$ cat config.mk
export PLATFORM = sky130hd
export DESIGN_NAME = game_screen_ctrl_flat
export DESIGN_NICKNAME = d
export VERILOG_FILES = /design/src/rtl/game_screen_ctrl_if.sv /design/src/rtl/game_screen_ctrl.sv /design/src/flat_wrapper.sv
export SDC_FILE = /design/constraint.sdc
export NUM_CORES = 1
export LEC_CHECK = 0
export BUFFER_PORTS_ARGS = -buffer_cell sky130_fd_sc_hd__buf_2
export CAP_MARGIN = 20
export CORE_ASPECT_RATIO = 1.1
export CORE_MARGIN = 4
export CORE_UTILIZATION = 44
export CTS_CLUSTER_SIZE = 24
export DETAILED_ROUTE_END_ITERATION = 10
export PLACE_DENSITY_LB_ADDON = 0.3
export SLEW_MARGIN = 20
export SYNTH_ARGS = -nofsm -noshare
export SYNTH_HDL_FRONTEND = slang
export SYNTH_SLANG_ARGS = --single-unit
$ cat constraint.sdc
create_clock -name clk -period 5.7 [get_ports clk]
set_input_delay 0.285 -clock clk [delete_from_list [all_inputs] [get_ports clk]]
set_output_delay 0.285 -clock clk [all_outputs]
set_load 0.005 [all_outputs]
$ cat src/rtl/game_screen_ctrl_if.sv
// VGA stream bundle: cycle-aligned timing fields plus 12-bit colour.
// "in" is the consumer view and "out" is the producer view.
interface vga_if;
  logic [10:0] vcount;
  logic        vsync;
  logic        vblnk;
  logic [10:0] hcount;
  logic        hsync;
  logic        hblnk;
  logic [11:0] rgb;

  modport in  (input  vcount, vsync, vblnk, hcount, hsync, hblnk, rgb);
  modport out (output vcount, vsync, vblnk, hcount, hsync, hblnk, rgb);
endinterface

$ cat src/rtl/game_screen_ctrl.sv
// Game-flow FSM (START/PLAY/FINISH) choosing which screen's rgb reaches the
// output register; screen changes land only on a vblank rising edge.
module game_screen_ctrl #(
  parameter int FINISH_FRAMES = 180
) (
  input  logic       clk,
  input  logic       rst,
  input  logic       start_btn,
  input  logic       game_over,
  vga_if.in          vga_start,
  vga_if.in          vga_game,
  vga_if.in          vga_finish,
  vga_if.out         vga_out,
  output logic [1:0] state
);

  typedef enum logic [1:0] {
    ST_START  = 2'd0,
    ST_PLAY   = 2'd1,
    ST_FINISH = 2'd2
  } state_t;

  localparam logic [11:0] LAST_FRAME = 12'(FINISH_FRAMES - 1);

  state_t      state_q, state_d;
  logic [11:0] frame_cnt, frame_cnt_d;
  logic        sync1, sync2, sync3;
  logic        vblnk_d;
  logic        start_pend, over_pend;
  logic        start_edge, frame_tick, start_req, over_req;

  // Two flops tame the asynchronous button; the third gives the edge detector.
  always_ff @(posedge clk) begin
    if (rst) begin
      sync1   <= 1'b0;
      sync2   <= 1'b0;
      sync3   <= 1'b0;
      vblnk_d <= 1'b0;
    end else begin
      sync1   <= start_btn;
      sync2   <= sync1;
      sync3   <= sync2;
      vblnk_d <= vga_start.vblnk;
    end
  end

  assign start_edge = sync2 & ~sync3;
  assign frame_tick = vga_start.vblnk & ~vblnk_d;

  // A request arriving in the tick cycle itself still counts for that tick.
  assign start_req = start_pend | (start_edge & (state_q != ST_PLAY));
  assign over_req  = over_pend  | (game_over  & (state_q == ST_PLAY));

  always_ff @(posedge clk) begin
    if (rst) begin
      state_q   <= ST_START;
      frame_cnt <= '0;
    end else begin
      state_q   <= state_d;
      frame_cnt <= frame_cnt_d;
    end
  end

  always_comb begin
    state_d     = state_q;
    frame_cnt_d = frame_cnt;
    if (frame_tick) begin
      case (state_q)
        ST_START: if (start_req) state_d = ST_PLAY;
        ST_PLAY: begin
          if (over_req) begin
            state_d     = ST_FINISH;
            frame_cnt_d = '0;
          end
        end
        ST_FINISH: begin
          if (start_req)                    state_d = ST_PLAY;
          else if (frame_cnt == LAST_FRAME) state_d = ST_START;
          else                              frame_cnt_d = frame_cnt + 12'd1;
        end
        default: state_d = ST_START;
      endcase
    end
  end

  always_ff @(posedge clk) begin
    if (rst || (state_d != state_q)) begin
      start_pend <= 1'b0;
      over_pend  <= 1'b0;
    end else begin
      start_pend <= start_req;
      over_pend  <= over_req;
    end
  end

  // Timing always follows the start stream; only colour is switched.
  always_ff @(posedge clk) begin
    if (rst) begin
      vga_out.vcount <= '0;
      vga_out.vsync  <= 1'b0;
      vga_out.vblnk  <= 1'b0;
      vga_out.hcount <= '0;
      vga_out.hsync  <= 1'b0;
      vga_out.hblnk  <= 1'b0;
      vga_out.rgb    <= '0;
    end else begin
      vga_out.vcount <= vga_start.vcount;
      vga_out.vsync  <= vga_start.vsync;
      vga_out.vblnk  <= vga_start.vblnk;
      vga_out.hcount <= vga_start.hcount;
      vga_out.hsync  <= vga_start.hsync;
      vga_out.hblnk  <= vga_start.hblnk;
      case (state_q)
        ST_PLAY:   vga_out.rgb <= vga_game.rgb;
        ST_FINISH: vga_out.rgb <= vga_finish.rgb;
        default:   vga_out.rgb <= vga_start.rgb;
      endcase
    end
  end

  assign state = state_q;

endmodule

$ cat src/flat_wrapper.sv
// flat-port wrapper written by rule: the top's interface ports become plain ports
module game_screen_ctrl_flat 
#(
  parameter int FINISH_FRAMES = 180
)
  (clk, rst, start_btn, game_over, state, vga_start_vcount, vga_start_vsync, vga_start_vblnk, vga_start_hcount, vga_start_hsync, vga_start_hblnk, vga_start_rgb, vga_game_vcount, vga_game_vsync, vga_game_vblnk, vga_game_hcount, vga_game_hsync, vga_game_hblnk, vga_game_rgb, vga_finish_vcount, vga_finish_vsync, vga_finish_vblnk, vga_finish_hcount, vga_finish_hsync, vga_finish_hblnk, vga_finish_rgb, vga_out_vcount, vga_out_vsync, vga_out_vblnk, vga_out_hcount, vga_out_hsync, vga_out_hblnk, vga_out_rgb);
  vga_if vga_start_i ();
  vga_if vga_game_i ();
  vga_if vga_finish_i ();
  vga_if vga_out_i ();
  input  logic clk;
  input  logic rst;
  input  logic start_btn;
  input  logic game_over;
  output logic [1:0] state;
  input wire logic [$bits(vga_start_i.vcount)-1:0] vga_start_vcount;
  input wire logic [$bits(vga_start_i.vsync)-1:0] vga_start_vsync;
  input wire logic [$bits(vga_start_i.vblnk)-1:0] vga_start_vblnk;
  input wire logic [$bits(vga_start_i.hcount)-1:0] vga_start_hcount;
  input wire logic [$bits(vga_start_i.hsync)-1:0] vga_start_hsync;
  input wire logic [$bits(vga_start_i.hblnk)-1:0] vga_start_hblnk;
  input wire logic [$bits(vga_start_i.rgb)-1:0] vga_start_rgb;
  input wire logic [$bits(vga_game_i.vcount)-1:0] vga_game_vcount;
  input wire logic [$bits(vga_game_i.vsync)-1:0] vga_game_vsync;
  input wire logic [$bits(vga_game_i.vblnk)-1:0] vga_game_vblnk;
  input wire logic [$bits(vga_game_i.hcount)-1:0] vga_game_hcount;
  input wire logic [$bits(vga_game_i.hsync)-1:0] vga_game_hsync;
  input wire logic [$bits(vga_game_i.hblnk)-1:0] vga_game_hblnk;
  input wire logic [$bits(vga_game_i.rgb)-1:0] vga_game_rgb;
  input wire logic [$bits(vga_finish_i.vcount)-1:0] vga_finish_vcount;
  input wire logic [$bits(vga_finish_i.vsync)-1:0] vga_finish_vsync;
  input wire logic [$bits(vga_finish_i.vblnk)-1:0] vga_finish_vblnk;
  input wire logic [$bits(vga_finish_i.hcount)-1:0] vga_finish_hcount;
  input wire logic [$bits(vga_finish_i.hsync)-1:0] vga_finish_hsync;
  input wire logic [$bits(vga_finish_i.hblnk)-1:0] vga_finish_hblnk;
  input wire logic [$bits(vga_finish_i.rgb)-1:0] vga_finish_rgb;
  output wire logic [$bits(vga_out_i.vcount)-1:0] vga_out_vcount;
  output wire logic [$bits(vga_out_i.vsync)-1:0] vga_out_vsync;
  output wire logic [$bits(vga_out_i.vblnk)-1:0] vga_out_vblnk;
  output wire logic [$bits(vga_out_i.hcount)-1:0] vga_out_hcount;
  output wire logic [$bits(vga_out_i.hsync)-1:0] vga_out_hsync;
  output wire logic [$bits(vga_out_i.hblnk)-1:0] vga_out_hblnk;
  output wire logic [$bits(vga_out_i.rgb)-1:0] vga_out_rgb;
  assign vga_start_i.vcount = vga_start_vcount;
  assign vga_start_i.vsync = vga_start_vsync;
  assign vga_start_i.vblnk = vga_start_vblnk;
  assign vga_start_i.hcount = vga_start_hcount;
  assign vga_start_i.hsync = vga_start_hsync;
  assign vga_start_i.hblnk = vga_start_hblnk;
  assign vga_start_i.rgb = vga_start_rgb;
  assign vga_game_i.vcount = vga_game_vcount;
  assign vga_game_i.vsync = vga_game_vsync;
  assign vga_game_i.vblnk = vga_game_vblnk;
  assign vga_game_i.hcount = vga_game_hcount;
  assign vga_game_i.hsync = vga_game_hsync;
  assign vga_game_i.hblnk = vga_game_hblnk;
  assign vga_game_i.rgb = vga_game_rgb;
  assign vga_finish_i.vcount = vga_finish_vcount;
  assign vga_finish_i.vsync = vga_finish_vsync;
  assign vga_finish_i.vblnk = vga_finish_vblnk;
  assign vga_finish_i.hcount = vga_finish_hcount;
  assign vga_finish_i.hsync = vga_finish_hsync;
  assign vga_finish_i.hblnk = vga_finish_hblnk;
  assign vga_finish_i.rgb = vga_finish_rgb;
  assign vga_out_vcount = vga_out_i.vcount;
  assign vga_out_vsync = vga_out_i.vsync;
  assign vga_out_vblnk = vga_out_i.vblnk;
  assign vga_out_hcount = vga_out_i.hcount;
  assign vga_out_hsync = vga_out_i.hsync;
  assign vga_out_hblnk = vga_out_i.hblnk;
  assign vga_out_rgb = vga_out_i.rgb;
  game_screen_ctrl #(.FINISH_FRAMES(FINISH_FRAMES)) u_core (.clk(clk), .rst(rst), .start_btn(start_btn), .game_over(game_over), .vga_start(vga_start_i), .vga_game(vga_game_i), .vga_finish(vga_finish_i), .vga_out(vga_out_i), .state(state));
endmodule
# [Word-level counts from Yosys, hierarchy flattened]
# Cells that the tools add are included.
# Widths: inputs -> output; s select.
[op_classes] n_addsub=1 multipliers=0 div=0 n_lt_le_gt_ge=0 n_eq_ne=8 shift=0 n_mux=11 n_bitwise=8 reduce_logical=4
[op_table] op="$pmux 12 s2" count=2
[op_table] op="$mux 12" count=3
[op_table] op="$add 12x1->12 const B" count=1
[op_table] op="$eq 12x8->1 const B" count=1
[op_table] op="$mux 2" count=5
[op_table] op="$pmux 2 s3" count=1
[op_table] op="$reduce_and 5->1" count=1
[op_table] op="$and 1x1->1" count=4
[op_table] op="$ne 2x1->1 const B" count=2
[op_table] op="$ne 2x2->1 const B" count=2
[op_table] op="$eq 2x1->1 const B" count=1
[op_table] op="$eq 2x2->1 const B" count=1
[op_table] op="$logic_not 2->1" count=1
[op_table] op="$ne 2x2->1" count=1
[op_table] op="$not 1->1" count=2
[op_table] op="$or 1x1->1" count=2
[op_table] op="$reduce_bool 2->1" count=1
[op_table] op="$logic_or 1x1->1" count=1
[word_totals] reg_bits=57 latchBits=0 ram_bits=0 rom_bits=0 input_bits=118 output_inout_bits=40 wordCells=46 memories=0

# [Longest topological paths before layout]
[logic_depth] word_depth=9 depth_mapped=8 mapped_depth_nobuf=7

# [Worst setup path before layout]
# OpenSTA, ideal clock, no wires.
[synth_path] path_kind="register to register" start="register u_core.state_q[1], in the netlist u_core.state[1]" end="register u_core.frame_cnt[10]" setup_time_ns=0.116 t_arrival_ns=1.836 required_ns=5.584 path_slack_ns=3.748 path_stages_with_launch=9 path_buffers=1 period_less_slack_ns=1.952 cell_sequence="dfxtp_1 > inv_1 > ha_1 > buf_6 > nand2b_4 > o21a_4 > nor4_4 > a21oi_1 > a31o_1"
[synth_via] elab_chain_len=5 elab_cells_between_ends=13 cone_classes="eq/ne: 6; mux: 1; bitwise: 4; reduce/logical: 2"
[synth_rtl] element="start: declaration" line_no="game_screen_ctrl.sv:25" text="state_t state_q, state_d;"
[synth_rtl] element="start signal: assignment" line_no="game_screen_ctrl.sv:59" text="state_q <= state_d;"
[synth_rtl] element="$eq 2x1->1 / $ne 2x1->1 (equally long branches)" line_no="game_screen_ctrl.sv:52, game_screen_ctrl.sv:68, game_screen_ctrl.sv:51"
[synth_rtl] element="$and 1x1->1, on equally long branches" line_no="game_screen_ctrl.sv:52, game_screen_ctrl.sv:51"
[synth_rtl] element="$or 1x1->1, on equally long branches" line_no="game_screen_ctrl.sv:52, game_screen_ctrl.sv:51"
[synth_rtl] element="$ne 2x1->1 (no source line) / $ne 2x2->1 (equally long branches)"
[synth_rtl] element="$reduce_and 5->1 (no source line)"
[synth_rtl] element="end signal: assignment" line_no="game_screen_ctrl.sv:60" text="frame_cnt <= frame_cnt_d;"
[synth_rtl] element="end: declaration" line_no="game_screen_ctrl.sv:26" text="logic [11:0] frame_cnt, frame_cnt_d;"
# Parallel ways exist; a longest one is shown, timed or not.
# A chain may end at the register's enable or synchronous reset.

# [Final worst setup path]
[layout_path] start="register u_core.state_q[1], in the netlist u_core.state[1]" end="register u_core.frame_cnt[4]"
# The elaborated chain is that of the path after synthesis.

==> flow_metrics.py <==
metrics = {
    "timing": {
        "hold_viol_final": 0,
        "worst_slew_pin_slew_ns": 0.903,
        "setup_tns_ns": 0,
        "setup_viol": 0,
        "clock.fmax_mhz": 390,
        "min_period_over_period_pct": 45.0,
        "fin_crit_ns": 2.56,
        "final-max-slew-violation-count": 0,
        "rsz0062_at_grt": "no",
        "finalHoldWorstSlack_ns": 0.159,
        "relSlewSlack_pct": 39.8,
        "clock_skew_ns": 0.00948,
    },
    "clocking": {
        "cts_root_buf": "clkbuf_8",
        "cts.sinks": 57,
        "cts-htree-levels": 3,
        "holdBufCountCts": 0,
        "cts_resized": 0,
        "clk-insertion-delay-late_ns": 0.33,
        "cts_max_path_buffers": 2,
        "cts_tree": "yes",
        "clk_pin_slew_worst_paths_ns": 0.06,
        "cts_made_buffers": 9,
        "post_cts_buffers": 0,
    },
    "critical_path": {
        "start_kind": "flop",
        "arrival_ns": 2.79,
        "path_max_fanout": 19,
        "crit_required_ns": 5.93,
        "end_kind": "flop",
        "worstSetupPathType": "reg -> reg",
    },
    "run_status": {
        "outcome": "complete, no violations",
    },
    "power": {
        "p_leak_nw": 1.36,
        "p_per_area_nw_per_um2": 301,
        "peakVddDrop_v": 0.000211,
    },
    "die": {
        "core_sq_um": 5070,
        "dieArea_sq_um": 6520,
        "pin_count": 158,
        "die_h_um": 84.3,
        "initial_utilization_pct": 45.9,
        "die_w_um": 77.3,
        "placementRows": 27,
    },
    "cells_and_area": {
        "antenna_cells": 0,
        "area_growth_pct": 32.2,
        "multi_input_area_sq_um": 1110,
        "final_common_cell": "buf_2",
        "final_cell_mix": "105 x buf_2, 57 x dfxtp_1, 31 x nor2b_1",
        "fillers": 470,
        "design_area_sq_um": 3080,
        "regArea_sq_um": 1140,
        "stdcell_count": 409,
        "layout.nets": 469,
        "final_layout_size_suffix_gt1_share_pct": 38.2,
    },
    "synthesis": {
        "ys_warn_count": 0,
        "ys_types": 48,
        "avgSynthCellArea_sq_um": 9.61,
        "synth_ff_type": "dfxtp_1",
        "async_flop_share_pct": 0,
        "ys_seq_area_share_pct": 49.1,
        "netlist_area_sq_um": 2330,
        "synth_nets": 365,
        "synth_edf_count": 0,
        "syn_inst": 242,
        "ys_ff_latch": 57,
    },
    "global_routing": {
        "grtUsageTotal_pct": 17.5,
        "grt_pass1_vias": 2093,
        "antenna_found_initial": 0,
        "grt_pass1_wl_um": 9090,
        "grt_max_degree": 48,
        "grt_overflow": 0,
    },
    "min_path": {
        "hold_class": "in -> reg",
    },
    "drt": {
        "drt_iter0_drc": 91,
        "drtPass1Iterations": 4,
        "ant_nets": 0,
        "viasPerCell": 5.27,
        "wire_per_inst_um": 13.7,
        "post-route-drc-count": 0,
        "num_vias": 2157,
        "routed_wl_um": 5590,
    },
    "place": {
        "placed_area_sq_um": 2870,
        "dp_hpwl_um": 4100,
        "portBuffers": 105,
        "gp_congestion": 0.804,
        "dp.cells": 393,
    },
    "run": {
        "maxCapViolCount": 0,
    },
}
## power breakdown
| part | total (W) | internal [W] | switching (W) |
|---|---|---|---|
| clock network | 0.000379 | 0.000226 | 0.000154 |
| registers | 0.000429 | 0.000421 | 0.00000764 |
| logic | 0.000119 | 0.0000569 | 0.0000616 |
| total | 0.000927 | 0.000704 | 0.000223 |
## routing by layer
| layer | part of all wire (%) | vias to the layer above | global-route usage (%) |
|---|---|---|---|
| met2 | 49 | 103 | 28.8 |
| met3 | 9.4 | 17 | 8.05 |
| met4 | 2.3 | 0 | 9.39 |
| met5 | 0 | - | 0 |
| li1 | - | 1075 | - |
| met1 | 40 | 962 | 18.6 |
## sequential cells by signal, summed over array words and instances, names as in the netlist
name and count:
u_core.over_pend 1, u_core.vblnk_d 1, u_core.vga_out.hsync 1, u_core.vga_out.hcount 11
u_core.start_pend 1, u_core.sync3 1, u_core.vga_out.vsync 1, u_core.vga_out.vcount 11
u_core.frame_cnt 12, u_core.sync1 1, u_core.sync2 1, u_core.vga_out.rgb 12
u_core.vga_out.hblnk 1, u_core.state 2
## path summary, 6_finish.rpt
| path | startpoint | endpoint | slack (ns) | depth (start not counted) |
|---|---|---|---|---|
| setup / recovery | u_core.state[1] | u_core.frame_cnt[4] | 3.14 | 7 |
| hold / removal | vga_start_hcount[3] | u_core.vga_out.hcount[3] | 0.16 | 2 |
| setup reg to reg | u_core.state[1] | u_core.frame_cnt[4] | 3.14 | 7 |
| hold reg to reg | u_core.sync1 | u_core.sync2 | 0.43 | 1 |
## final cells by class
class	count	area share [%]
Multi-Input combinational cell	169	36.2
Clock buffer	12	5.04
Clock inverter	4	1.67
Tap cell	58	2.36
Timing Repair Buffer	105	17.1
Sequential cell	57	37.1
Inverter	4	0.488
## synth_stat cells, types with 4 or more instances
master | number | area [sq um]
nor2_1 | 22 | 82.6
inv_1 | 4 | 15.0
a22oi_1 | 12 | 90.1
o21ai_0 | 9 | 45.0
a211oi_1 | 13 | 97.6
a21oi_1 | 11 | 55.1
nand2_1 | 10 | 37.5
nor3_1 | 5 | 25.0
nand3_1 | 7 | 35.0
nor2b_1 | 31 | 194
clkbuf_1 | 8 | 30.0
ha_1 | 5 | 62.6
dfxtp_1 | 57 | 1140
## worst max-delay path, cell delays in order, from the launching register on
cell,delay [ns]
dfxtp_1,0.39
inv_1,0.15
ha_1,0.66
o21ai_2,0.26
o21a_4,0.22
nor4_4,0.46
a21oi_1,0.13
a31o_1,0.19
## kinds of logic (layout without fill, tap and decap cells)
logic type                 count (synthesis)  in the layout  share of synthesized area, %
AOI/OAI and AO/OA                         60             60                          17.9
xor gates and xnor gates                   2              2                         0.753
adders and majority gates                  5              5                          2.69
buffers and inverters                     16            125                          3.01
DFF                                       57             57                          49.1
and+or+nand+nor                          102            102                          26.6
## per-stage QoR
stage | util [%] | total power, W | setup WS (ns)
2_1_floorplan | - | 0.000504 | 3.75
6_report | 60.7 | 0.000927 | 3.14
5_1_grt | 60.7 | 0.000978 | 2.91
3_5_place_dp | 56.6 | 0.000558 | 3.15
4_1_cts | 60.7 | 0.000940 | 3.12
3_3_place_gp | 56.6 | 0.000554 | 3.25
Power figures use the tool's default switching activity.
